===== src/rtl/z_core_pkg.sv =====
// Shared constants for the z_core memory arbiter: FSM state encodings, master ids
// and the word-address range test used when a request is issued.
package z_core_pkg;

  localparam logic [1:0] ST_IDLE  = 2'd0;
  localparam logic [1:0] ST_ISSUE = 2'd1;
  localparam logic [1:0] ST_WAIT  = 2'd2;
  localparam logic [1:0] ST_RESP  = 2'd3;

  localparam logic M0_ID = 1'b0;
  localparam logic M1_ID = 1'b1;

  // A word address is in range when no bit above the RAM index is set.
  function automatic logic word_in_range(input logic [29:0] word, input int addr_w);
    return (word >> addr_w) == 30'd0;
  endfunction

endpackage


===== src/rtl/z_core_rr_arbiter.sv =====
// Two-way request arbiter: combinational grant plus a round-robin pointer that
// moves to the losing master on every accepted request.
module z_core_rr_arbiter
  import z_core_pkg::*;
(
  input  logic       clk,
  input  logic       reset,
  input  logic [1:0] valid,
  input  logic       fixed_prio,
  input  logic       accept,
  output logic [1:0] grant
);

  logic rr_ptr;

  always_comb begin
    grant = valid;
    if (valid == 2'b11) begin
      grant = (fixed_prio || rr_ptr == M0_ID) ? 2'b01 : 2'b10;
    end
  end

  // NOTE: sequential state uses non-blocking assignments so every flop samples pre-edge values.
  always_ff @(posedge clk) begin
    if (reset) begin
      rr_ptr <= M0_ID;
    end else if (accept) begin
      rr_ptr <= grant[0] ? M1_ID : M0_ID;
    end
  end

endmodule


===== src/rtl/z_core_mem_arbiter.sv =====
// Shares one single-port synchronous RAM between the z_core control unit (M0) and
// the debug/loader port (M1); one outstanding transaction, pulsed responses.
module z_core_mem_arbiter
  import z_core_pkg::*;
#(
  parameter int ADDR_W      = 12,
  parameter int MEM_LATENCY = 1,
  parameter int FIXED_PRIO  = 0
) (
  input  logic              clk,
  input  logic              reset,

  input  logic              m0_req_valid,
  output logic              m0_req_ready,
  input  logic              m0_req_we,
  input  logic [3:0]        m0_req_wstrb,
  input  logic [31:0]       m0_req_addr,
  input  logic [31:0]       m0_req_wdata,
  output logic              m0_resp_valid,
  output logic [31:0]       m0_resp_rdata,
  output logic              m0_resp_err,

  input  logic              m1_req_valid,
  output logic              m1_req_ready,
  input  logic              m1_req_we,
  input  logic [3:0]        m1_req_wstrb,
  input  logic [31:0]       m1_req_addr,
  input  logic [31:0]       m1_req_wdata,
  output logic              m1_resp_valid,
  output logic [31:0]       m1_resp_rdata,
  output logic              m1_resp_err,

  output logic              mem_en,
  output logic              mem_we,
  output logic [3:0]        mem_wstrb,
  output logic [ADDR_W-1:0] mem_addr,
  output logic [31:0]       mem_wdata,
  input  logic [31:0]       mem_rdata
);

  localparam int CNT_W = (MEM_LATENCY > 1) ? $clog2(MEM_LATENCY) : 1;

  logic [1:0]       state;
  logic [1:0]       grant;
  logic             idle;
  logic             accept;
  logic             sel_id;
  logic             in_range;
  logic             resp_live;
  logic [CNT_W-1:0] lat_cnt;

  logic             id_q;
  logic             we_q;
  logic [3:0]       wstrb_q;
  logic [29:0]      word_q;
  logic [31:0]      wdata_q;

  logic [1:0][31:0] rdata_q;
  logic [1:0]       err_q;

  // Byte offset within a word never reaches the RAM.
  logic             unused_addr_lsbs;
  assign unused_addr_lsbs = ^{m0_req_addr[1:0], m1_req_addr[1:0]};

  z_core_rr_arbiter u_arb (
    .clk        (clk),
    .reset      (reset),
    .valid      ({m1_req_valid, m0_req_valid}),
    .fixed_prio (FIXED_PRIO != 0),
    .accept     (accept),
    .grant      (grant)
  );

  // Reset is synchronous, so the strobes are also masked while it is held.
  assign idle         = (state == ST_IDLE) && !reset;
  assign m0_req_ready = idle && grant[0];
  assign m1_req_ready = idle && grant[1];
  assign accept       = (m0_req_valid && m0_req_ready) || (m1_req_valid && m1_req_ready);
  assign sel_id       = grant[1] ? M1_ID : M0_ID;
  assign in_range     = word_in_range(word_q, ADDR_W);

  // NOTE: request latches have no reset; they are only read after a handshake reloads them.
  always_ff @(posedge clk) begin
    if (accept) begin
      id_q <= sel_id;
      if (sel_id == M1_ID) begin
        we_q    <= m1_req_we;
        wstrb_q <= m1_req_wstrb;
        word_q  <= m1_req_addr[31:2];
        wdata_q <= m1_req_wdata;
      end else begin
        we_q    <= m0_req_we;
        wstrb_q <= m0_req_wstrb;
        word_q  <= m0_req_addr[31:2];
        wdata_q <= m0_req_wdata;
      end
    end
  end

  always_ff @(posedge clk) begin
    if (reset) begin
      state   <= ST_IDLE;
      lat_cnt <= '0;
      rdata_q <= '0;
      err_q   <= '0;
    end else begin
      case (state)
        ST_IDLE: begin
          if (accept) state <= ST_ISSUE;
        end
        ST_ISSUE: begin
          if (!in_range) begin
            rdata_q[id_q] <= '0;
            err_q[id_q]   <= 1'b1;
            state         <= ST_RESP;
          end else begin
            lat_cnt <= CNT_W'(MEM_LATENCY - 1);
            state   <= ST_WAIT;
          end
        end
        ST_WAIT: begin
          if (lat_cnt == '0) begin
            rdata_q[id_q] <= we_q ? 32'd0 : mem_rdata;
            err_q[id_q]   <= 1'b0;
            state         <= ST_RESP;
          end else begin
            lat_cnt <= lat_cnt - CNT_W'(1);
          end
        end
        ST_RESP: state <= ST_IDLE;
        default: state <= ST_IDLE;
      endcase
    end
  end

  assign mem_en    = (state == ST_ISSUE) && in_range && !reset;
  assign mem_we    = mem_en && we_q;
  assign mem_wstrb = mem_we ? wstrb_q : 4'b0000;
  assign mem_addr  = word_q[ADDR_W-1:0];
  assign mem_wdata = wdata_q;

  assign resp_live     = (state == ST_RESP) && !reset;
  assign m0_resp_valid = resp_live && (id_q == M0_ID);
  assign m1_resp_valid = resp_live && (id_q == M1_ID);
  assign m0_resp_rdata = rdata_q[0];
  assign m1_resp_rdata = rdata_q[1];
  assign m0_resp_err   = err_q[0];
  assign m1_resp_err   = err_q[1];

endmodule

===== config.mk =====
export PLATFORM = sky130hd
export DESIGN_NAME = z_core_mem_arbiter
export DESIGN_NICKNAME = d
export VERILOG_FILES = /design/src/rtl/z_core_pkg.sv /design/src/rtl/z_core_rr_arbiter.sv /design/src/rtl/z_core_mem_arbiter.sv
export SDC_FILE = /design/constraint.sdc
export NUM_CORES = 1
export LEC_CHECK = 0
export CORE_ASPECT_RATIO = 1.2
export CORE_MARGIN = 2
export CORE_UTILIZATION = 40
export CTS_CLUSTER_SIZE = 10
export DETAILED_ROUTE_END_ITERATION = 10
export GPL_TIMING_DRIVEN = 0
export HOLD_SLACK_MARGIN = 0.12
export PLACE_DENSITY_LB_ADDON = 0.25
export SETUP_SLACK_MARGIN = 0.15
export SYNTH_ARGS = -nofsm -noshare
export SYNTH_HDL_FRONTEND = slang
export SYNTH_HIERARCHICAL = 1
export SYNTH_SLANG_ARGS = --single-unit

===== constraint.sdc =====
create_clock -name clk -period 21.6 [get_ports clk]
set_input_delay 4.32 -clock clk [delete_from_list [all_inputs] [get_ports clk]]
set_output_delay 4.32 -clock clk [all_outputs]
set_load 0.05 [all_outputs]

==> metrics.txt, run 1 <==
WL per Instance 17.7 um; max cap viols 0; net count after synthesis 585; NetSw 224 uW; largest net degree at the start of global routing 17; part of the cycle the worst path needs 52.3%; worst skew pair latency 0.41 ns; synthesized cell area 0.00581 sq mm; nets 899; Die Ht 136 um; clock tree sinks 137; Vias 4,650; Sw Share 28.3%; number of antenna violations at the first check in global routing 0; Clock power frac 35.5%; ANT cells 0; Max clock buf depth 2; Max transition margin 35.1%; die area 0.0155 sq mm; via/cell ratio 5.12; GRT overflow 0; Total GRT Usage 20.5%; GPL Wtd Cong 0.814; WL final 16.0 mm; Slew Limit Fails 0; CTS root buffer clkbuf_16; post-DP HPWL 12.8 mm; Die W 114 um; vias in the first global route 4,877; Worst Tran Pin Value 0.969 ns; CTS buffer count 17; Worst Setup End Kind output pin; Pleak 0.00346 uW; Critical Path Start Type input port; Starting Density 40.7%; Remaining DRCs 0; Worst Path Max Fanout 10; synth unique cells 42; Fin. Hold Viols 0; unrepaired setup endpoints after global routing no; Peak VDD IR 0.0479 mV; Area Growth Syn to Fin 65.0%; H-tree depth 4; CP Class input port to output pin; PD cells 82.6 mW/mm^2; Synthesis Warnings 6; most frequent cells in the layout clkdlybuf4s50_1, dfxtp_1, edfxtp_1; first-pass iteration count of the detailed router 4; Clock Skew 0.00945 ns; clk slew on worst S/H paths 0.05 ns; row count 48; I/O pins 294; Post-CTS Setup Bufs 0; Post-Syn Area per Cell 14.3 sq um; Initial DRC Count 182; Post-Syn Instances 406; Core Area 0.0143 sq mm; global-route wire length before repair 24.2 mm; sequential cell area fraction in the yosys report 58.9%; TritonCTS clock tree built; #FFs+latches synth 137; Logic pwr share 25.7%; Resized Gates After CTS 0; layout cell share with drive strength beyond 1 22.5%; worst hold-check path type flop to flop; commonest non-fill, non-tap cell in the layout clkdlybuf4s50_1; final setup TNS 0 ns; Internal Power 568 uW; antenna-violating nets left 0; hold buffer count at cts 0; status complete, no violations; Worst EP arrival 6.98 ns; register share of total power 38.8%; min cycle time layout 11.30 ns; Req. time, crit path 17.28 ns; IO Port Bufs 289; Min Hold Slack 0.460 ns; Final setup viols 0; fmax 0.0885 GHz
metrics by stage:
step	area [sq um]	power [uW]	setup slack [ns]	utilization (%)	cells
after floorplan	5810	436	10.75	-	406
after global placement	8920	511	8.08	62.4	870
after detailed placement	9000	517	10.28	62.9	876
after CTS	9590	799	10.26	67.1	908
after global routing	9590	824	10.15	67.1	908
final	9590	792	10.30	67.1	908
worst max-delay path, cell delays in order:
cell	delay, ns
clkdlybuf4s50_1	0.55
o21a_1	0.17
clkbuf_1	0.29
buf_2	0.31
buf_2	0.30
and3b_1	0.20
clkdlybuf4s50_1	0.82
per-layer routing:
metal	up-vias	share of wire [%]	track usage (%)	wire length (um)
li1	2198	-	-	-
met3	25	10	9.01	1680
met2	228	53	37.0	8440
met5	-	0	0	0
met4	0	2.0	7.66	327
met1	2199	35	20.7	5600
power groups by stage:
stage	Combinational, uW	Clock (uW)	Sequential [uW]
after floorplan	81.1	0	355
after global placement	195	0	316
after detailed placement	204	0	313
after CTS	205	287	307
after global routing	215	299	310
final	204	281	307
path summary, 6_finish.rpt:
kind                            cells after the start              from  slack, ns               end
worst max-delay path                                7      m1_req_valid      10.30      m1_req_ready
worst min-delay path                                1  m0_resp_rdata[5]       0.46  m0_resp_rdata[5]
worst max register to register                      8      u_arb/rr_ptr      18.69         word_q[7]
worst min register to register                      1  m0_resp_rdata[5]       0.46  m0_resp_rdata[5]
logic make-up after synthesis:
family,Yosys count,synth area share (%)
buf+inv,46,5.32
compound gates,81,14.9
mux,69,13.3
flops,137,58.9
other cells,1,0.0645
fa+ha+maj,5,1.08
simple gates,67,6.39
cells in the mapped netlist:
master | number | area (sq um)
buf_1 | 4 | 15.0
and2_1 | 1 | 6.26
nand3b_1 | 2 | 15.0
nor2_1 | 9 | 33.8
dfxtp_1 | 69 | 1380
buf_4 | 15 | 113
a311oi_1 | 1 | 8.76
and3b_1 | 2 | 17.5
buf_2 | 4 | 20.0
a221oi_1 | 1 | 8.76
inv_2 | 1 | 3.75
edfxtp_1 | 68 | 2040
nor3b_1 | 4 | 30.0
nor2b_1 | 2 | 12.5
a32o_2 | 12 | 135
buf_6 | 10 | 113
o21ai_0 | 3 | 15.0
nor4_1 | 2 | 12.5
clkbuf_1 | 8 | 30.0
a32o_1 | 25 | 250
mux2i_1 | 2 | 20.0
mux2_2 | 67 | 754
o2bb2ai_1 | 17 | 149
nand2_1 | 32 | 120
o2bb2ai_2 | 10 | 150
ha_1 | 5 | 62.6
a311o_1 | 1 | 10.0
nand2b_1 | 2 | 12.5
a311oi_4 | 1 | 26.3
and4_1 | 5 | 43.8
inv_1 | 4 | 15.0
o32ai_4 | 2 | 55.1
o21a_1 | 1 | 7.51
conb_1 | 1 | 3.75
nand3_2 | 1 | 10.0
nor4_4 | 1 | 21.3
nor3_1 | 3 | 15.0
a21oi_1 | 2 | 10.0
nand4_4 | 1 | 21.3
a22oi_1 | 1 | 7.51
a31o_2 | 2 | 17.5
o41ai_1 | 2 | 17.5
registers in the layout (all words and copies together) (netlist names), named ones only:
name and count:
we_q 1, m0_resp_rdata 32, u_arb/rr_ptr 1, word_q 30, id_q 1, m1_resp_rdata 32
mem_wdata 32, state 2, wstrb_q 4
layout make-up:
class                      instances  area (sq um)
tap                              175           219
sequential                       137          3420
clock inverter                     7          62.6
buffer                            41           290
timing repair buffer             295          2960
inverter                           5          18.8
clock buffer                      25           531
fill                            1075          4700
multi-input combinational        223          2090
No activity file was read; power rests on OpenSTA's default activity.
==> run 2: changes to the inputs <==
--- a/config.mk
+++ b/config.mk
@@ -7,7 +7,7 @@
 export LEC_CHECK = 0
 export CORE_ASPECT_RATIO = 1.2
 export CORE_MARGIN = 2
-export CORE_UTILIZATION = 40
+export CORE_UTILIZATION = 36
 export CTS_CLUSTER_SIZE = 10
 export DETAILED_ROUTE_END_ITERATION = 10
 export GPL_TIMING_DRIVEN = 0
==> constraint.sdc (replaced) <==
create_clock -name clk -period 9.5 [get_ports clk]
set_input_delay 1.9 -clock clk [delete_from_list [all_inputs] [get_ports clk]]
set_output_delay 1.9 -clock clk [all_outputs]
set_load 0.05 [all_outputs]
==> metrics.txt, run 2 (synthesis results as in run 1) <==
commonest non-fill, non-tap cell in the layout clkdlybuf4s50_1; layout cell share with drive strength beyond 1 22.5% (unchanged); via/cell ratio 4.96 (-3.2%); unrepaired setup endpoints after global routing no; GPL Wtd Cong 0.780 (-4.3%); Slew Limit Fails 0 (unchanged); Area Growth Syn to Fin 66.1%; row count 50 (+4.2%); Resized Gates After CTS 0 (unchanged); status complete, no violations; WL per Instance 17.8 um (+0.52%); Max transition margin 53.1% (+18 points); Vias 4,667 (+0.37%); Internal Power 1310 uW (+130%); Worst Setup End Kind output pin; design area 0.00965 sq mm (+0.67%); Clock Skew 0.00592 ns (-0.00352 ns); hold path start m0_resp_rdata[0]; start point of the critical path m1_req_valid; Placed Area 0.00904 sq mm (+0.46%); fmax 0.154 GHz; PD cells 189 mW/mm^2 (+130%); GRT overflow 0 (unchanged); Sw Share 28.3% (-0.035 points); Die Ht 143 um (+5.2%); Req. time, crit path 7.60 ns (-9.68 ns); part of the cycle the worst path needs 68.5%; I/O pins 294 (unchanged); Starting Density 37.0% (-3.6 points); antenna-violating nets left 0 (unchanged); fin cells 941 (+3.6%); Logic pwr share 25.5% (-0.2 points); layout filler cell count 1,274 (+19%); Total GRT Usage 19.5% (-0.96 points); Peak VDD IR 0.121 mV (+150%); TritonCTS clock tree built; Initial DRC Count 138 (-24%); most frequent cells in the layout clkdlybuf4s50_1, dfxtp_1, edfxtp_1; Final setup viols 0 (unchanged); Worst Tran Pin Value 0.698 ns (-0.271 ns); nets 899 (unchanged); worst hold-check path type flop to flop; clk slew on worst S/H paths 0.05 ns (about the same); Worst Path Max Fanout 10 (unchanged); first-pass iteration count of the detailed router 4 (unchanged); max cap viols 0 (unchanged); final setup TNS 0 ns (unchanged); NetSw 517 uW (+130%); register share of total power 38.2% (-0.6 points); CTS buffer count 17 (unchanged); ANT cells 0 (unchanged); min cycle time layout 6.51 ns; clock tree sinks 137 (unchanged); worst setup margin 2.99 ns (-7.31 ns); Placed Cells 909 (+3.8%); Worst EP arrival 4.61 ns (-2.37 ns); largest net degree at the start of global routing 17 (unchanged); H-tree depth 4 (unchanged); IO Port Bufs 289 (unchanged); Core Area 0.0157 sq mm (+9.9%); number of antenna violations at the first check in global routing 0 (unchanged); Post-CTS Setup Bufs 0 (unchanged); worst skew pair latency 0.42 ns (about the same); post-DP HPWL 13.2 mm (+3.0%); Remaining DRCs 0 (unchanged); reg2reg start u_arb/rr_ptr; Die W 120 um (+5.2%); vias in the first global route 5,023 (+3.0%); Critical Path Start Type input port; DP Worst Slack 3.00 ns (-7.28 ns); hold buffer count at cts 0 (unchanged); Min Hold Slack 0.462 ns (+0.00196 ns); die area 0.0172 sq mm (+11%); Max clock buf depth 2 (unchanged); Pleak 0.00347 uW (+0.26%); global-route wire length before repair 25.6 mm (+5.7%); WL final 16.7 mm (+4.2%); CTS root buffer clkbuf_16; Fin. Hold Viols 0 (unchanged); CP Class input port to output pin; Clock power frac 36.3% (+0.8 points)
run 2: worst max-delay path, stage by stage:
cell	delay, ns
clkdlybuf4s50_1	0.55
o21a_1	0.16
clkbuf_1	0.29
buf_2	0.33
buf_2	0.33
and3b_1	0.20
clkdlybuf4s50_1	0.84
run 2: cell type report:
type	count	area, sq um	share of cell area, %
well taps	208	260	2.70
multi-input cells	223	2090	21.6
clock inverters	5	52.6	0.544
clock buffers	27	563	5.83
inverters	5	18.8	0.194
repair buffers	295	2960	30.7
flip-flops and latches	137	3420	35.5
plain buffers	41	290	3.01
run 2: final timing paths:
kind,to,slack (ns),cells past startpoint
max,m1_req_ready,2.99,7
min reg2reg,m0_resp_rdata[0],0.46,1
max reg2reg,mem_wdata[16],6.94,8
min,m0_resp_rdata[0],0.46,1
run 2: metrics by stage:
stage,utilization [%],total power [uW]
6_report,61.5,1830
5_1_grt,61.5,1900
4_1_cts,61.5,1850
3_5_place_dp,57.6,1180
3_3_place_gp,57.1,1170
2_1_floorplan,-,991
run 2: power groups by stage:
| stage | Clock [uW] | Sequential [uW] | Combinational, uW |
|---|---|---|---|
| CTS | 676 | 699 | 470 |
| detailed placement | 0 | 711 | 468 |
| global placement | 0 | 718 | 448 |
| global route | 700 | 704 | 494 |
| floorplan | 0 | 806 | 184 |
| finish | 663 | 699 | 466 |
run 2: per-layer routing:
layer	vias to the layer above	share of wire, %	GRT usage (%)
li1	2191	-	-
met1	2219	35	19.9
met2	228	52	35.5
met3	29	10	7.67
met4	0	2.0	7.80
met5	-	0	0
==> run 3: changes to the inputs <==
==> constraint.sdc (replaced) <==
create_clock -name clk -period 5.5 [get_ports clk]
set_input_delay 1.1 -clock clk [delete_from_list [all_inputs] [get_ports clk]]
set_output_delay 1.1 -clock clk [all_outputs]
set_load 0.05 [all_outputs]
==> metrics.txt, run 3 (synthesis results as in run 1) <==
layout cell share with drive strength beyond 1 21.5% (-1.0 points); CTS buffer count 17 (unchanged); die area 0.0172 sq mm (unchanged); H-tree depth 4 (unchanged); NetSw 876 uW (+70%); Final setup viols 0 (unchanged); clk slew on worst S/H paths 0.05 ns (about the same); fin cells 938 (-0.32%); Die W 120 um (unchanged); Core Area 0.0157 sq mm (unchanged); WL final 16.5 mm (-1.3%); Critical Path Start Type input port; fmax 0.206 GHz; GRT overflow 0 (unchanged); part of the cycle the worst path needs 88.4%; Vias 4,614 (-1.1%); PD cells 321 mW/mm^2 (+69%); Pleak 0.00343 uW (-1.1%); Post-CTS Setup Bufs 0 (unchanged); Placed Cells 907 (-0.22%); WHS Path Cells 1 (unchanged); Max transition margin 55.3% (+2.1 points); cell depth of the worst flop-to-flop path 7 (-1); worst skew pair latency 0.40 ns (-0.02 ns); Fin. Hold Viols 0 (unchanged); Die Ht 143 um (unchanged); max cap viols 0 (unchanged); largest net degree at the start of global routing 22 (+5); final setup TNS 0 ns (unchanged); Initial DRC Count 177 (+28%); reg2reg start u_arb/rr_ptr; commonest non-fill, non-tap cell in the layout clkdlybuf4s50_1; TritonCTS clock tree built; most frequent cells in the layout clkdlybuf4s50_1, dfxtp_1, edfxtp_1; I/O pins 294 (unchanged); CTS root buffer clkbuf_16; Clock power frac 34.6% (-1.7 points); register-to-register setup slack 3.04 ns (-3.90 ns); Logic pwr share 26.1% (+0.6 points); row count 50 (unchanged); Starting Density 37.0% (unchanged); Sw Share 28.5% (+0.20 points); unrepaired setup endpoints after global routing no; ANT cells 0 (unchanged); Worst Path Max Fanout 10 (unchanged); Slew Limit Fails 0 (unchanged); Worst EP arrival 3.76 ns (-0.85 ns); Resized Gates After CTS 0 (unchanged); antenna-violating nets left 0 (unchanged); first-pass iteration count of the detailed router 4 (unchanged); clock tree sinks 137 (unchanged); status complete, no violations; IO Port Bufs 289 (unchanged); hold buffer count at cts 0 (unchanged); vias in the first global route 4,819 (-4.1%); Max clock buf depth 2 (unchanged); CP Class input port to output pin; Worst Tran Pin Value 0.666 ns (-0.0318 ns); register share of total power 39.3% (+1.1 points); Internal Power 2200 uW (+68%); WL per Instance 17.6 um (-1.0%); reg2reg end word_q[13]; Remaining DRCs 0 (unchanged); number of antenna violations at the first check in global routing 0 (unchanged); Clock Skew 0.00479 ns (-0.00113 ns); worst setup path end m1_req_ready; Area Growth Syn to Fin 65.0%; GPL Wtd Cong 0.799 (+2.5%); Peak VDD IR 0.181 mV (+50%); post-DP HPWL 13.0 mm (-1.7%); min cycle time layout 4.86 ns; worst hold-check path type flop to flop; start point of the critical path m1_req_valid; Req. time, crit path 4.40 ns (-3.20 ns); global-route wire length before repair 24.9 mm (-2.8%); nets 897 (-0.22%); Worst Setup End Kind output pin; Total GRT Usage 18.9% (-0.63 points); via/cell ratio 4.92 (-0.82%)
run 3: changes by cell type in the layout (fill, tap and decap cells not counted), moves of 2 or more:
cell | previous run | this run
clkbuf_4 | 2 | 0
clkbuf_16 | 19 | 17
buf_8 | 0 | 4
buf_6 | 16 | 10
clkbuf_1 | 9 | 14
run 3: per-layer routing:
layer | global-route usage, % | vias up | share of wire (%)
met1 | 19.9 | 2176 | 38
met2 | 33.5 | 225 | 50
met4 | 7.49 | 0 | 2.2
met3 | 7.51 | 22 | 9.6
li1 | - | 2191 | -
met5 | 0 | - | 0
run 3: cell type report:
cell class	count	area, sq um
plain buffers	41	290
multi-input cells	223	2090
clock buffers	28	517
clock inverters	3	40.0
repair buffers	293	2950
flip-flops and latches	137	3420
fillers	1261	6110
well taps	208	260
inverters	5	18.8
run 3: how the worst min path moves through the flow:
stage,to,from,slack [ns]
after global placement,m0_resp_rdata[5],m0_resp_rdata[5],0.44
after floorplan,u_arb/rr_ptr,u_arb/rr_ptr,0.50
after CTS,m0_resp_rdata[6],m0_resp_rdata[6],0.46
after detailed placement,m0_resp_rdata[5],m0_resp_rdata[5],0.45
final,m0_resp_rdata[6],m0_resp_rdata[6],0.46
after global routing,m0_resp_rdata[5],m0_resp_rdata[5],0.47
run 3: critical path, stage by stage:
cell             delay, ns
clkdlybuf4s50_1       0.54
o21a_1                0.17
clkbuf_1              0.29
buf_2                 0.32
buf_2                 0.30
and3b_1               0.21
clkdlybuf4s50_1       0.83
run 3: metrics by stage:
stage                     setup WS, ns  area (sq um)  hold WS, ns  utilization (%)  power [uW]
after global placement           -1.30          8970        0.445             57.1        2000
after global routing             0.459          9590        0.474             61.1        3200
after CTS                        0.585          9590        0.463             61.1        3110
final                            0.636          9590        0.459             61.1        3080
after detailed placement         0.590          9040        0.451             57.6        2040
after floorplan                  0.478          5820        0.496                -        1710
run 3: power groups by stage:
stage / logic (uW) / clock network (uW) / registers (uW)
after global placement: 772 / 0 / 1230
after floorplan: 319 / 0 / 1390
after CTS: 812 / 1090 / 1210
after detailed placement: 808 / 0 / 1230
after global routing: 853 / 1130 / 1220
final: 805 / 1070 / 1210
